<file path="config.mk">
export PLATFORM = sky130hd
export DESIGN_NAME = ex_mem_stage_reg
export DESIGN_NICKNAME = d
export VERILOG_FILES = /design/src/rtl/ex_mem_stage_reg.sv
export SDC_FILE = /design/constraint.sdc
export NUM_CORES = 1
export LEC_CHECK = 0
export ABC_CLOCK_PERIOD_IN_PS = 1700
export CORE_MARGIN = 2
export CORE_UTILIZATION = 40
export CTS_CLUSTER_DIAMETER = 120
export DETAILED_ROUTE_END_ITERATION = 12
export PLACE_DENSITY_LB_ADDON = 0.3
export SYNTH_ARGS = -nofsm -noshare
export SYNTH_HDL_FRONTEND = slang
export SYNTH_SLANG_ARGS = --single-unit
export TNS_END_PERCENT = 1
</file>
<file path="constraint.sdc">
create_clock -name clk -period 1.7 [get_ports clk]
set_input_delay 0.255 -clock clk [delete_from_list [all_inputs] [get_ports clk]]
set_output_delay 0.255 -clock clk [all_outputs]
set_load 0.02 [all_outputs]
</file>
<file path="src/rtl/ex_mem_stage_reg.sv">
// ex_mem_stage_reg
//   EX/MEM pipeline register for the five-stage CPU. It captures the EX-stage
//   result and control bits on every rising clk edge, tracks whether the
//   stored entry is a real instruction, supports hold (stall) and
//   bubble insertion (flush), squashes control bits of bubbles, reports
//   EX/MEM-to-EX forwarding hits for two source operands and keeps
//   saturating stall/flush event counters for debug.
//
// Parameters
//   DATA_W   width of ALU result, constant and store-data fields
//   REG_AW   register-address width
//   CNT_W    width of each event counter
//   ZERO_REG when 1, register 0 never produces a forwarding hit
//
// Ports
//   clk, rst                      clock, synchronous active-high reset
//   stall, flush                  hold / bubble-insert requests
//   nvalid, nWBregwr, nWBregomem,
//   nMEMwr, nALUout, nconstant,
//   nreadDATA2, nwriteREG         incoming EX-stage entry
//   rsA, rsB                      source registers of the instruction in EX
//   valid, WBregwr, WBregomem,
//   MEMwr, ALUout, constant,
//   readDATA2, writeREG           stored entry
//   fwdA, fwdB                    forwarding hits (combinational)
//   stall_cnt, flush_cnt          saturating event counters
module ex_mem_stage_reg #(
  parameter int DATA_W   = 8,
  parameter int REG_AW   = 3,
  parameter int CNT_W    = 16,
  parameter bit ZERO_REG = 1'b1
) (
  input  logic              clk,
  input  logic              rst,
  input  logic              stall,
  input  logic              flush,
  input  logic              nvalid,
  input  logic              nWBregwr,
  input  logic              nWBregomem,
  input  logic              nMEMwr,
  input  logic [DATA_W-1:0] nALUout,
  input  logic [DATA_W-1:0] nconstant,
  input  logic [DATA_W-1:0] nreadDATA2,
  input  logic [REG_AW-1:0] nwriteREG,
  input  logic [REG_AW-1:0] rsA,
  input  logic [REG_AW-1:0] rsB,
  output logic              valid,
  output logic              WBregwr,
  output logic              WBregomem,
  output logic              MEMwr,
  output logic [DATA_W-1:0] ALUout,
  output logic [DATA_W-1:0] constant,
  output logic [DATA_W-1:0] readDATA2,
  output logic [REG_AW-1:0] writeREG,
  output logic              fwdA,
  output logic              fwdB,
  output logic [CNT_W-1:0]  stall_cnt,
  output logic [CNT_W-1:0]  flush_cnt
);

  localparam logic [CNT_W-1:0]  CNT_MAX  = {CNT_W{1'b1}};
  localparam logic [CNT_W-1:0]  CNT_ONE  = {{(CNT_W-1){1'b0}}, 1'b1};
  localparam logic [CNT_W-1:0]  CNT_ZERO = {CNT_W{1'b0}};
  localparam logic [DATA_W-1:0] DATA_ZERO = {DATA_W{1'b0}};
  localparam logic [REG_AW-1:0] REG_ZERO  = {REG_AW{1'b0}};

  logic              valid_q,     valid_d;
  logic              wbregwr_q,   wbregwr_d;
  logic              wbregomem_q, wbregomem_d;
  logic              memwr_q,     memwr_d;
  logic [DATA_W-1:0] aluout_q,    aluout_d;
  logic [DATA_W-1:0] constant_q,  constant_d;
  logic [DATA_W-1:0] readdata2_q, readdata2_d;
  logic [REG_AW-1:0] writereg_q,  writereg_d;
  logic [CNT_W-1:0]  stall_cnt_q, stall_cnt_d;
  logic [CNT_W-1:0]  flush_cnt_q, flush_cnt_d;

  // Hit test for one source operand against the stored entry. Loads
  // (WBregomem) are left to the hazard unit and never forward from here.
  function automatic logic fwd_hit(
    input logic              v,
    input logic              wr,
    input logic              omem,
    input logic [REG_AW-1:0] dst,
    input logic [REG_AW-1:0] rs
  );
    logic zero_block;
    zero_block = ZERO_REG && (rs == REG_ZERO);
    return v & wr & ~omem & (dst == rs) & ~zero_block;
  endfunction

  // Next entry: flush beats stall, stall holds, otherwise load with bubble squash.
  always_comb begin
    valid_d     = valid_q;
    wbregwr_d   = wbregwr_q;
    wbregomem_d = wbregomem_q;
    memwr_d     = memwr_q;
    aluout_d    = aluout_q;
    constant_d  = constant_q;
    readdata2_d = readdata2_q;
    writereg_d  = writereg_q;
    if (flush) begin
      valid_d     = 1'b0;
      wbregwr_d   = 1'b0;
      wbregomem_d = 1'b0;
      memwr_d     = 1'b0;
      aluout_d    = DATA_ZERO;
      constant_d  = DATA_ZERO;
      readdata2_d = DATA_ZERO;
      writereg_d  = REG_ZERO;
    end else if (stall) begin
      valid_d     = valid_q;
      wbregwr_d   = wbregwr_q;
      wbregomem_d = wbregomem_q;
      memwr_d     = memwr_q;
    end else begin
      // Data is captured even for bubbles; only the control bits are squashed
      // so that valid=0 always implies no side effects downstream.
      valid_d     = nvalid;
      wbregwr_d   = nvalid & nWBregwr;
      wbregomem_d = nvalid & nWBregomem;
      memwr_d     = nvalid & nMEMwr;
      aluout_d    = nALUout;
      constant_d  = nconstant;
      readdata2_d = nreadDATA2;
      writereg_d  = nwriteREG;
    end
  end

  // Saturating event counters; stall and flush count independently.
  always_comb begin
    stall_cnt_d = stall_cnt_q;
    flush_cnt_d = flush_cnt_q;
    if (stall && (stall_cnt_q != CNT_MAX)) begin
      stall_cnt_d = stall_cnt_q + CNT_ONE;
    end else begin
      stall_cnt_d = stall_cnt_q;
    end
    if (flush && (flush_cnt_q != CNT_MAX)) begin
      flush_cnt_d = flush_cnt_q + CNT_ONE;
    end else begin
      flush_cnt_d = flush_cnt_q;
    end
  end

  // State register with synchronous reset taking priority over everything.
  always_ff @(posedge clk) begin
    if (rst) begin
      valid_q     <= 1'b0;
      wbregwr_q   <= 1'b0;
      wbregomem_q <= 1'b0;
      memwr_q     <= 1'b0;
      aluout_q    <= DATA_ZERO;
      constant_q  <= DATA_ZERO;
      readdata2_q <= DATA_ZERO;
      writereg_q  <= REG_ZERO;
      stall_cnt_q <= CNT_ZERO;
      flush_cnt_q <= CNT_ZERO;
    end else begin
      valid_q     <= valid_d;
      wbregwr_q   <= wbregwr_d;
      wbregomem_q <= wbregomem_d;
      memwr_q     <= memwr_d;
      aluout_q    <= aluout_d;
      constant_q  <= constant_d;
      readdata2_q <= readdata2_d;
      writereg_q  <= writereg_d;
      stall_cnt_q <= stall_cnt_d;
      flush_cnt_q <= flush_cnt_d;
    end
  end

  assign valid     = valid_q;
  assign WBregwr   = wbregwr_q;
  assign WBregomem = wbregomem_q;
  assign MEMwr     = memwr_q;
  assign ALUout    = aluout_q;
  assign constant  = constant_q;
  assign readDATA2 = readdata2_q;
  assign writeREG  = writereg_q;
  assign stall_cnt = stall_cnt_q;
  assign flush_cnt = flush_cnt_q;

  // Forwarding depends only on stored state and the current source registers.
  assign fwdA = fwd_hit(valid_q, wbregwr_q, wbregomem_q, writereg_q, rsA);
  assign fwdB = fwd_hit(valid_q, wbregwr_q, wbregomem_q, writereg_q, rsB);

endmodule

</file>
### After elaboration in Yosys (flattened, before gate mapping)

Cells that the tools add are included.

* logic and storage cells: 33
* bits of input ports: 41
* output and inout port bits: 65
* bits in registers: 63

* reduce and logical (&&, ||, !) cells: 5
* bitwise gates (word level): 12
* $add $sub $neg: 2
* equal/unequal tests: 4

Operators by type and width (number)
* $add A16 B1 Y16 const B: 2
* $ne A16 B16 Y1 const B: 2
* $and A1 B1 Y1: 9
* $eq A3 B3 Y1: 2
* $logic_not A3 Y1: 2
* $not A1 Y1: 3
* $logic_and A1 B1 Y1: 2
* $reduce_or A2 Y1: 1

### Logic depth before layout (Yosys ltp)

Gate-level depths: netlist of run 1.

* depth after elaboration: 4
* mapped depth: 6
* mapped depth without buffers: 5

### Least setup slack after synthesis of run 1

Ideal clock, no wire load.

* kind: reg-to-reg
* from: register stall_cnt_q[0] (netlist: stall_cnt[0])
* to: register stall_cnt_q[1] (netlist: stall_cnt[1])
* required time: 1572 ps
* path buffers: 1
* slack: -191 ps
* data arrival time: 1763 ps
* period minus slack after synthesis: 1891 ps
* cell stages (with the launch flop): 7
* library setup time: 128 ps
* cell sequence: dfxtp_1 ha_1 nand3_1 o41ai_2 buf_6 mux2i_1 nor2_1

* cells in the longest elaborated chain, start to end: 2
* elaborated cells on any way between the ends: 3
* those cells by class: add/sub (1); eq/ne (1); reduce/logical (1)

RTL lines
* start, declared: RTL line 75 `logic [CNT_W-1:0] stall_cnt_q, stall_cnt_d;`
* start signal, assigned: RTL line 168 `stall_cnt_q <= stall_cnt_d;`
* branches (longest 2 deep; another with $add A16 B1 Y16)

Several ways; the timed one is not identified.
A chain may end at the register's enable or synchronous reset.

### Worst setup path in the final report of run 1

* from: register writereg_q[0] (netlist: writeREG[0])
* to: output port fwdB

* cells in the longest elaborated chain, start to end: 3

RTL lines
* start, declared: RTL line 74 `logic [REG_AW-1:0] writereg_q, writereg_d;`
* start signal, assigned: RTL line 167 `writereg_q <= writereg_d;`
* $eq A3 B3 Y1: RTL line 89 `return v & wr & ~omem & (dst == rs) & ~zero_block;`
* $and A1 B1 Y1 (2 in series): RTL line 89
* end, declared: RTL line 56 `output logic fwdB,`

No other way between the ends.

==> results.md, run 1 <==
* Status: complete, but fails checks
* Failing checks: setup timing
* Initial Util at 41.9%
* Final wirelength at ~7600 um
* Antenna cells at 0
* Kind of critical path: reg2out
* Routed via count at about 2800
* Root Driver: clkbuf_8
* Clock Skew at 0.00929 ns
* Hold_ws at 0.434 ns
* Ys Warns at 0
* Ys flop type: dfxtp_1
* Final setup margin at -0.0614 ns
* CTS Sinks at 63
* Arrival @ worst endpoint at about 1.5 ns
* Unrepaired setup endpoints after global routing: yes
* Pin count of the biggest net entering global routing at 33
* PortBufs at about 110
* Mapped Area at between 2000 and 3000 um^2
* Post-DP HPWL at 5560 um
* Placed Cells at 532
* First-pass GRT wire length at around 12000 um
* Most frequent cells in the layout: clkdlybuf4s50_1 (82), dfxtp_1 (58), nor2_1 (46)
* Slew Limit Fails at 0
* Global placer's final weighted congestion at ~0.83
* Post-synth cell types at 45
* Worst-Margin Slew at around 0.5 ns
* Setup violators final at 1
* Data required, critical path at roughly 1.4 ns
* CTS tree: yes
* Mapped Cells at between 300 and 400
* Largest stage delay on the critical path at 0.36 ns
* Via density at around 5.2
* Die area at roughly 8000 um^2
* Max-slew headroom at between 60% and 70%
* Total GRT Usage at between 15 and 20%
* Worst skew pair latency at ~0.33 ns
* Fin cells at 546
* Lkg Pwr at roughly 2.0 nW
* Antenna Nets Post-Route at 0
* Clk slew on worst S/H paths at around 0.07 ns
* CP max stage cell: dfxtp_4
* Fin util at 65.6%
* Number of placed I/O pins at 106
* Area Overhead vs Synth at 56.6%
* Residual DRC at 0
* Max Cap Violations at 0
* Vias in the first global route at 2671
* Chip Height at a little under 90 um
* Startpoint types: flip-flop
* Worst Hold Class: in2reg
* Core Region at 6870 um^2
* Mapped Nets at around 350
* First-pass DRT Iterations at 4
* Initial antenna violation count at 0
* Syn avg cell area at around 9.3 um^2
* Final net count at just under 500
* Seq/Total Area, Yosys at between 40% and 50%
* Grt ovf at 0
* Commonest non-fill, non-tap cell in the layout: clkdlybuf4s50_1
* DRT iter0 DRCs at 68
* H-tree depth at 3
* Synth async-reset ratio at 0%
* FP Rows at 30
* Min Tclk post-route at around 1.8 ns
* FF+latch count, synth at 63
* Chip width at slightly below 90 um
* Power per cell area at 695 nW/um^2
* Fmax at about 570 MHz
* Post-synth EDFFs at 0
* CP max FO at 4
* Max Root-Sink Buffers at 2
* Tcrit/Tclk final at 104%
* CP cell instances: buf_6 -> xnor2_2 -> nand3_1 -> o31a_1 -> nor3_1 -> buf_2
* WL per Instance at approximately 14 um
* Total clock buffers created by CTS at 9
* Layout cells sized above 1 at ~18%
* Crit path capture type: primary output
* Final hold violations at 0
* Max IR drop VDD at approximately 0.62 mV
-- registers in the layout, indices dropped and copies added (netlist names) --
register / cells
MEMwr: 1
constant: 8
flush_cnt: 16
readDATA2: 8
WBregwr: 1
ALUout: 8
valid: 1
writeREG: 3
stall_cnt: 16
WBregomem: 1
-- where the power goes --
| group | total (mW) | switching, mW | internal, mW |
|---|---|---|---|
| combinational | 0.395 | 0.176 | 0.220 |
| sequential | 1.53 | 0.0225 | 1.51 |
| clock | 1.21 | 0.534 | 0.675 |
| total | 3.14 | 0.732 | 2.40 |
-- through the flow --
step           worst slack (ns)  setup TNS (ns)  cell area, um^2  total power [mW]
6_report                -0.0614         -0.0614             4510              3.14
5_1_grt                  -0.128          -0.182             4510              3.27
4_1_cts                 -0.0547         -0.0547             4450              3.17
3_5_place_dp             -0.594           -2.24             4270              1.96
3_3_place_gp             -0.539           -1.93             4270              1.95
2_1_floorplan           -0.0803          -0.201             2890              1.74
-- Yosys cell counts, types with 2 or more instances --
master / number / area [um^2]
a211oi_1: 2 / 15.0
a21oi_2: 4 / 35.0
a22oi_1: 3 / 22.5
and4_1: 8 / 70.1
nand3_1: 11 / 55.1
o31a_1: 2 / 17.5
or4_1: 5 / 37.5
o21ai_0: 11 / 55.1
clkbuf_1: 10 / 37.5
a31oi_1: 4 / 25.0
nand4_4: 2 / 42.5
xnor2_1: 4 / 35.0
mux2i_1: 32 / 320
and2_1: 2 / 12.5
dfxtp_1: 63 / 1260
or3_1: 10 / 62.6
o21ai_1: 4 / 20.0
nor3b_1: 2 / 15.0
xor2_1: 5 / 43.8
o31ai_1: 4 / 30.0
buf_2: 2 / 10.0
a21oi_1: 18 / 90.1
ha_1: 2 / 25.0
buf_1: 2 / 7.51
nand4_1: 10 / 62.6
buf_4: 2 / 15.0
and3_1: 4 / 25.0
nor3_1: 7 / 35.0
inv_1: 3 / 11.3
or2_2: 2 / 12.5
nand2_1: 8 / 30.0
nor4_1: 3 / 18.8
nand2b_1: 3 / 18.8
nor2_1: 46 / 173
-- cells by family (layout without fill, tap and decap cells) --
family,count (synthesis),in the layout,share of synthesized area (%)
AOI/OAI and AO/OA,58,58,13.7
xor gates and xnor gates,9,9,2.74
adders and majority gates,2,2,0.869
buffers and inverters,20,159,3.21
DFF,63,63,43.8
muxes,32,32,11.1
and+or+nand+nor,127,127,24.6
-- layer usage --
layer | up-vias | global-route usage, % | part of all wire (%)
li1 | 1418 | - | -
met1 | 1316 | 23.1 | 42
met2 | 87 | 31.7 | 47
met3 | 6 | 8.21 | 9.2
met4 | 0 | 8.40 | 1.1
met5 | - | 0 | 0
-- repair_timing --
action,4_1_cts,5_1_grt
resized for setup,26,19
setup buffers,0,0
endpoints found under the setup margin,11,23
pin swaps,4,0
hold buffers,0,0
hold endpoints to repair,0,0
-- critical path: cells and delay by family (launching register included) --
kind,cells,cell delay [ns]
buf+inv,2,0.32
compound gates,1,0.12
flops,1,0.36
simple gates,2,0.23
xor+xnor,1,0.16
-- cell type report --
cell class / instances / area, um^2
multi-input combinational: 228 / 1570
timing repair buffer: 142 / 1350
clock buffer: 14 / 183
fill: 574 / 2360
tap: 96 / 120
sequential: 63 / 1270
inverter: 3 / 11.3
-- final timing paths --
kind / startpoint / endpoint / slack, ns / cells after the start
setup / recovery: writeREG[0] / fwdB / -0.06 / 6
hold / removal: stall / stall_cnt[14] / 0.43 / 4
setup reg to reg: stall_cnt[0] / stall_cnt[5] / 0.11 / 6
hold reg to reg: readDATA2[7] / readDATA2[7] / 0.49 / 2
(Power assumes the default switching activity.)
==> run 2, diff against run 1 <==
- MAX_ROUTING_LAYER: default -> met4
- PLACE_DENSITY_LB_ADDON: 0.3 -> 0.12
==> run 2 against run 1 <==
Against the previous run:
- the flow still finishes with violations (setup timing)
- final cell count rose by 0.18%
- clock skew fell by 0.0018 ns
- setup slack better by 0.023 ns
- sequential share of layout area down 0.25 points
- combinational power barely moved
- sequential power about the same
- clock power is 23% higher
- power increased by 8.9%
- count of clock-buffer cells in the layout shrank 3
- first-iteration DRC count rose by 31%
- design area increased by 0.80%
- hold slack worse by 0.019 ns
==> results.md, run 2 (synthesis gave the netlist of run 1 again) <==
* Status: complete, but fails checks
* Failing checks: setup timing
* Layout cells sized above 1 at 19.3% (+1.3 points)
* Die area at 7900 um^2 (unchanged)
* Lkg Pwr at 1.99 nW (+2.0%)
* Fin util at 66.2% (+0.53 points)
* CP max FO at 3 (-1)
* Unrepaired setup endpoints after global routing: yes
* Residual DRC at 0 (unchanged)
* Worst skew pair latency at 0.34 ns (about the same)
* DRT iter0 DRCs at 89 (+31%)
* Capturing point of the worst reg2reg path: stall_cnt[5]
* CTS Sinks at 63 (unchanged)
* Final wirelength at 7460 um (-2.2%)
* Setup violators final at 1 (unchanged)
* Clock Skew at 0.00750 ns (-0.00179 ns)
* Tcrit/Tclk final at 102% (-1.4 points)
* Cell area after layout at 4550 um^2 (+0.80%)
* First-pass GRT wire length at 12000 um (-1.6%)
* Placed cell areas at 4260 um^2 (-0.18%)
* CP Launch Point: writeREG[1]
* Most frequent cells in the layout: clkdlybuf4s50_1 (77), dfxtp_1 (55), nor2_1 (46)
* Worst Hold Class: in2reg
* PortBufs at 105 (unchanged)
* Antenna cells at 0 (unchanged)
* Chip width at 88.9 um (unchanged)
* R2R setup slack at 0.10 ns (about the same)
* Kind of critical path: reg2out
* Commonest non-fill, non-tap cell in the layout: clkdlybuf4s50_1
* WHS Path Cells at 4 (unchanged)
* Via density at 5.18 (about the same)
* Hold_sp: stall
* Power per cell area at 751 nW/um^2 (+8.0%)
* Max IR drop VDD at 0.461 mV (-26%)
* Total GRT Usage at 19.9% (+0.15 points)
* Post-DP HPWL at 5290 um (-4.8%)
* Initial antenna violation count at 0 (unchanged)
* Reg2Reg Depth at 6 (unchanged)
* CTS tree: yes
* FILL cells at 591 (+3.0%)
* Area Overhead vs Synth at 57.8%
* Global placer's final weighted congestion at 0.811 (-2.4%)
* Max-slew headroom at 67.0% (+0.41 points)
* Clk slew on worst S/H paths at 0.07 ns (about the same)
* Number of placed I/O pins at 106 (unchanged)
* Vias in the first global route at 2756 (+3.2%)
* Total clock buffers created by CTS at 9 (unchanged)
* Final net count at 489 (-0.20%)
* Arrival @ worst endpoint at 1.48 ns (-0.03 ns)
* Initial Util at 41.9% (unchanged)
* Worst-Margin Slew at 0.495 ns (-0.00615 ns)
* Slew Limit Fails at 0 (unchanged)
* Startpoint types: flip-flop
* Routed via count at 2834 (+0.25%)
* Data required, critical path at 1.44 ns (about the same)
* Antenna Nets Post-Route at 0 (unchanged)
* Pin count of the biggest net entering global routing at 33 (unchanged)
* Fmax at 575 MHz (+1.3%)
* FP Rows at 30 (unchanged)
* Final hold violations at 0 (unchanged)
* First-pass DRT Iterations at 4 (unchanged)
* Root Driver: clkbuf_8
* Worst R2R Start: stall_cnt[0]
* Max Cap Violations at 0 (unchanged)
* Hold EP: stall_cnt[14]
* Max Root-Sink Buffers at 2 (unchanged)
* WL per Instance at 13.6 um (-2.3%)
* Crit path capture type: primary output
* Chip Height at 88.9 um (unchanged)
* Min Tclk post-route at 1.74 ns (-0.0233 ns)
* Core Region at 6870 um^2 (unchanged)
* Grt ovf at 0 (unchanged)
* H-tree depth at 3 (unchanged)
* Final setup margin at -0.0382 ns (+0.0233 ns)
## run 2: changes by cell type in the layout (fill, tap and decap cells not counted), moves of 2 or more
cell             delta
clkinvlp_4          +2
dfxtp_2             +5
bufinv_16           +2
dfxtp_1             -3
dfxtp_4             -2
clkbuf_8            -2
dlygate4sd2_1       +4
clkdlybuf4s50_1     -5
## run 2: area by class of cell
type                            count  area (um^2)  share of cell area, %
Multi-Input combinational cell    228         1570                   34.6
Timing Repair Buffer              141         1340                   29.4
Sequential cell                    63         1270                   28.0
Clock buffer                       11          151                   3.33
Tap cell                           96          120                   2.64
Clock inverter                      5         80.1                   1.76
Inverter                            3         11.3                  0.248
## run 2: how the worst max path moves through the flow
stage                     cells past startpoint  endpoint  slack (ns)
after floorplan                               4      fwdB       -0.08
after global placement                        6      fwdB       -0.54
after global routing                          5      fwdB       -0.12
after CTS                                     6      fwdB       -0.12
final                                         5      fwdB       -0.04
after detailed placement                      6      fwdA       -0.58
## run 2: critical path, stage by stage, from the launching register on
cell	delay (ns)
dfxtp_2	0.35
nor3b_2	0.18
a21oi_1	0.06
o31a_1	0.30
nor3_2	0.10
buf_4	0.16
## run 2: repair_timing
| item | 4_1_cts | 5_1_grt |
|---|---|---|
| endpoints found under the setup margin | 15 | 22 |
| gates cloned | 0 | 0 |
| hold buffers | 0 | 0 |
| pin swaps | 1 | 6 |
| resized for setup | 29 | 22 |
| buffers inserted | 0 | 0 |
| endpoints found under the hold margin | 0 | 0 |
## run 2: layer usage
metal / track usage (%) / vias to the layer above / wire, um
met5: - / - / 0
met4: 7.02 / 0 / 59
met3: 5.78 / 4 / 461
met2: 32.4 / 83 / 3580
met1: 23.3 / 1330 / 3360
li1: - / 1417 / -
## run 2: power by group
group	switching, mW	internal (mW)
combinational	0.175	0.221
sequential	0.0205	1.51
clock	0.585	0.903
total	0.781	2.63
## run 2: per-stage QoR
step	cells	power (mW)	hold slack (ns)	setup slack [ns]	setup TNS (ns)
finish	547	3.41	0.415	-0.0382	-0.0382
global route	547	3.54	0.470	-0.117	-0.210
CTS	547	3.45	0.397	-0.117	-0.117
detailed placement	531	1.96	0.487	-0.584	-1.49
global placement	531	1.95	0.473	-0.539	-1.33
floorplan	311	1.74	0.399	-0.0803	-0.201
==> run 3, diff against run 2 <==
- ABC_CLOCK_PERIOD_IN_PS: 1700 -> 1600
- CORE_UTILIZATION: 40 -> 44
- clock period: 1.7 -> 1.6 ns (I/O delays scaled with it)
==> run 3 against run 2 <==
Against the previous run:
- the run still ends with setup timing left
- final cell count fell by 1.1%
- critical path type unchanged
- die area decreased by 8.7%
- wire length up 1.1%
- clock skew grew 0.00096 ns
- register-to-register slack got worse by 0.08 ns
- utilization up 6.1 points
- critical path depth did not move
- sequential cell count unchanged
==> results.md, run 3 (synthesis gave the netlist of run 1 again) <==
* Via density at 5.35 (+3.2%)
* CP Launch Point: writeREG[0]
* M2 GR Usage at 35.4% (+3.1 points)
* H-tree depth at 3 (unchanged)
* Number of placed I/O pins at 106 (unchanged)
* Combinational share of power at 12.7% (+1.1 points)
* Min Tclk post-route at approximately 1.7 ns
* Power per cell area at 712 nW/um^2 (-5.2%)
* Lkg Pwr at 1.99 nW (-0.34%)
* Die area at 7210 um^2 (-8.7%)
* Chip Height at 84.9 um (-4.4%)
* Worst skew pair latency at 0.33 ns (about the same)
* Final setup margin at -0.123 ns (-0.0845 ns)
* Worst R2R Start: stall_cnt[0]
* Status: complete, but fails checks
* Total clock buffers created by CTS at 9 (unchanged)
* First-pass GRT wire length at 12500 um (+4.2%)
* Max-slew headroom at 68.1% (+1.1 points)
* Slew Limit Fails at 0 (unchanged)
* FP Rows at 29 (-3.3%)
* WL per Instance at 13.9 um (+2.2%)
* Chip width at 84.9 um (-4.4%)
* R2R setup slack at 0.02 ns (-0.08 ns)
* Register area at 1290 um^2 (+1.2%)
* Hold_sp: stall
* Clk slew on worst S/H paths at 0.06 ns (about the same)
* Initial Util at 45.4% (+3.4 points)
* Worst-Margin Slew at 0.479 ns (-0.0159 ns)
* Data required, critical path at 1.36 ns (-0.08 ns)
* Most frequent cells in the layout: clkdlybuf4s50_1 (70), buf_4 (53), dfxtp_1 (49)
* Pin count of the biggest net entering global routing at 33 (unchanged)
* PortBufs at 105 (unchanged)
* Sw power at 0.774 mW (-0.86%)
* Fmax at 581 MHz
* Area of the multi-input gates at 1610 um^2 (+2.3%)
* Antenna Nets Post-Route at 0 (unchanged)
* Max Cap Violations at 0 (unchanged)
* Placed cell areas at 4380 um^2 (+2.8%)
* Residual DRC at 0 (unchanged)
* Met3 Use GR at 7.39% (+1.6 points)
* Max IR drop VDD at 0.494 mV (+7.2%)
* Max Root-Sink Buffers at 2 (unchanged)
* Failing checks: setup timing
* Cell area after layout at 4590 um^2 (+0.96%)
* Grt ovf at 0 (unchanged)
* CTS tree: yes
* CP max FO at 4 (+1)
* Final hold violations at 0 (unchanged)
* Final wirelength at 7540 um (+1.1%)
* First-pass DRT Iterations at 4 (unchanged)
* Pre-CTS setup slack at -0.673 ns (-0.0895 ns)
* Arrival @ worst endpoint at 1.48 ns (about the same)
* Internal power at 2.49 mW (-5.3%)
* Clock Skew at 0.00846 ns (+0.000964 ns)
* Antenna cells at 0 (unchanged)
* Root Driver: clkbuf_8
* Startpoint types: flip-flop
* Layout cells sized above 1 at 24.1% (+4.8 points)
* Clk pwr share at 37.5% (-6.1 points)
* Fin util at 72.3% (+6.1 points)
* Commonest non-fill, non-tap cell in the layout: clkdlybuf4s50_1
* Crit path capture type: primary output
* Placed Cells at 528 (-0.56%)
* FILL cells at 527 (-11%)
* GRT Max-Usage Layer: met2
* Core Region at 6350 um^2 (-7.6%)
* Initial antenna violation count at 0 (unchanged)
* Area Overhead vs Synth at 59.3%
* Worst Hold Class: in2reg
* Post-CTS Hold Fix Bufs at 0 (unchanged)
* Grt met1 use at 25.0% (+1.7 points)
* Unrepaired setup endpoints after global routing: yes
* Fin cells at 541 (-1.1%)
* DRT iter0 DRCs at 91 (+2.2%)
* Post-DP HPWL at 5540 um (+4.6%)
* Final net count at 505 (+3.3%)
* Setup violators final at 2 (+1)
* CTS Sinks at 63 (unchanged)
* Global placer's final weighted congestion at 0.879 (+8.4%)
* Kind of critical path: reg2out
* Setup_tns at -0.197 ns (-0.159 ns)
* Total GRT Usage at 21.6% (+1.8 points)
* Switching Share at 23.7% (+0.81 points)
* Reg power frac at 49.8% (+5.0 points)
* Tcrit/Tclk final at 108%
* Routed via count at 2894 (+2.1%)
* Vias in the first global route at 2835 (+2.9%)
==> run 3: cell types whose count changed in the layout (fill, tap and decap cells not counted), moves of 3 or more <==
cell             before  now
dlygate4sd2_1        14   29
buf_4                36   53
dfxtp_4               0    3
dlymetal6s2s_1       11    3
dfxtp_2               8   11
clkdlybuf4s50_1      77   70
dfxtp_1              55   49
==> run 3: final timing paths <==
check                       end  depth (start not counted)
setup / recovery           fwdA                          5
setup reg to reg   stall_cnt[5]                          6
hold reg to reg     constant[2]                          2
hold / removal    stall_cnt[14]                          4
==> run 3: critical path, cell delays in order, from the launching register on <==
cell and delay, ns:
dfxtp_4 0.37, nor3b_4 0.20, a21oi_2 0.05, o31a_1 0.29, nor3_2 0.10, buf_4 0.16
==> run 3: through the flow <==
step | power, mW | hold WS (ns)
floorplan | 1.85 | 0.384
global placement | 2.08 | 0.473
detailed placement | 2.08 | 0.488
CTS | 3.30 | 0.406
global route | 3.40 | 0.429
finish | 3.27 | 0.415
==> run 3: per-layer routing <==
metal | part of all wire (%) | vias up
li1 | - | 1439
met1 | 43 | 1351
met2 | 49 | 94
met3 | 7.0 | 10
met4 | 1.2 | 0
met5 | 0 | -
==> run 3: repair_timing <==
item	4_1_cts	5_1_grt
gates resized for setup	41	22
pin swaps	0	6
setup buffers	0	0
setup endpoints to repair	31	16
endpoints found under the hold margin	0	0
==> run 3: layout make-up <==
| cell class | count | share of cell area, % |
|---|---|---|
| Multi-Input combinational cell | 228 | 35.1 |
| Timing Repair Buffer | 157 | 30.8 |
| Sequential cell | 63 | 28.0 |
| Clock buffer | 12 | 3.60 |
| Tap cell | 77 | 2.10 |
| Inverter | 3 | 0.245 |
| Clock inverter | 1 | 0.109 |
==> run 3: power groups by stage <==
stage / clock network [mW] / registers (mW) / logic (mW)
5_1_grt: 1.32 / 1.63 / 0.446
4_1_cts: 1.26 / 1.63 / 0.415
3_5_place_dp: 0 / 1.66 / 0.419
3_3_place_gp: 0 / 1.66 / 0.414
2_1_floorplan: 0 / 1.71 / 0.141
6_report: 1.23 / 1.63 / 0.416
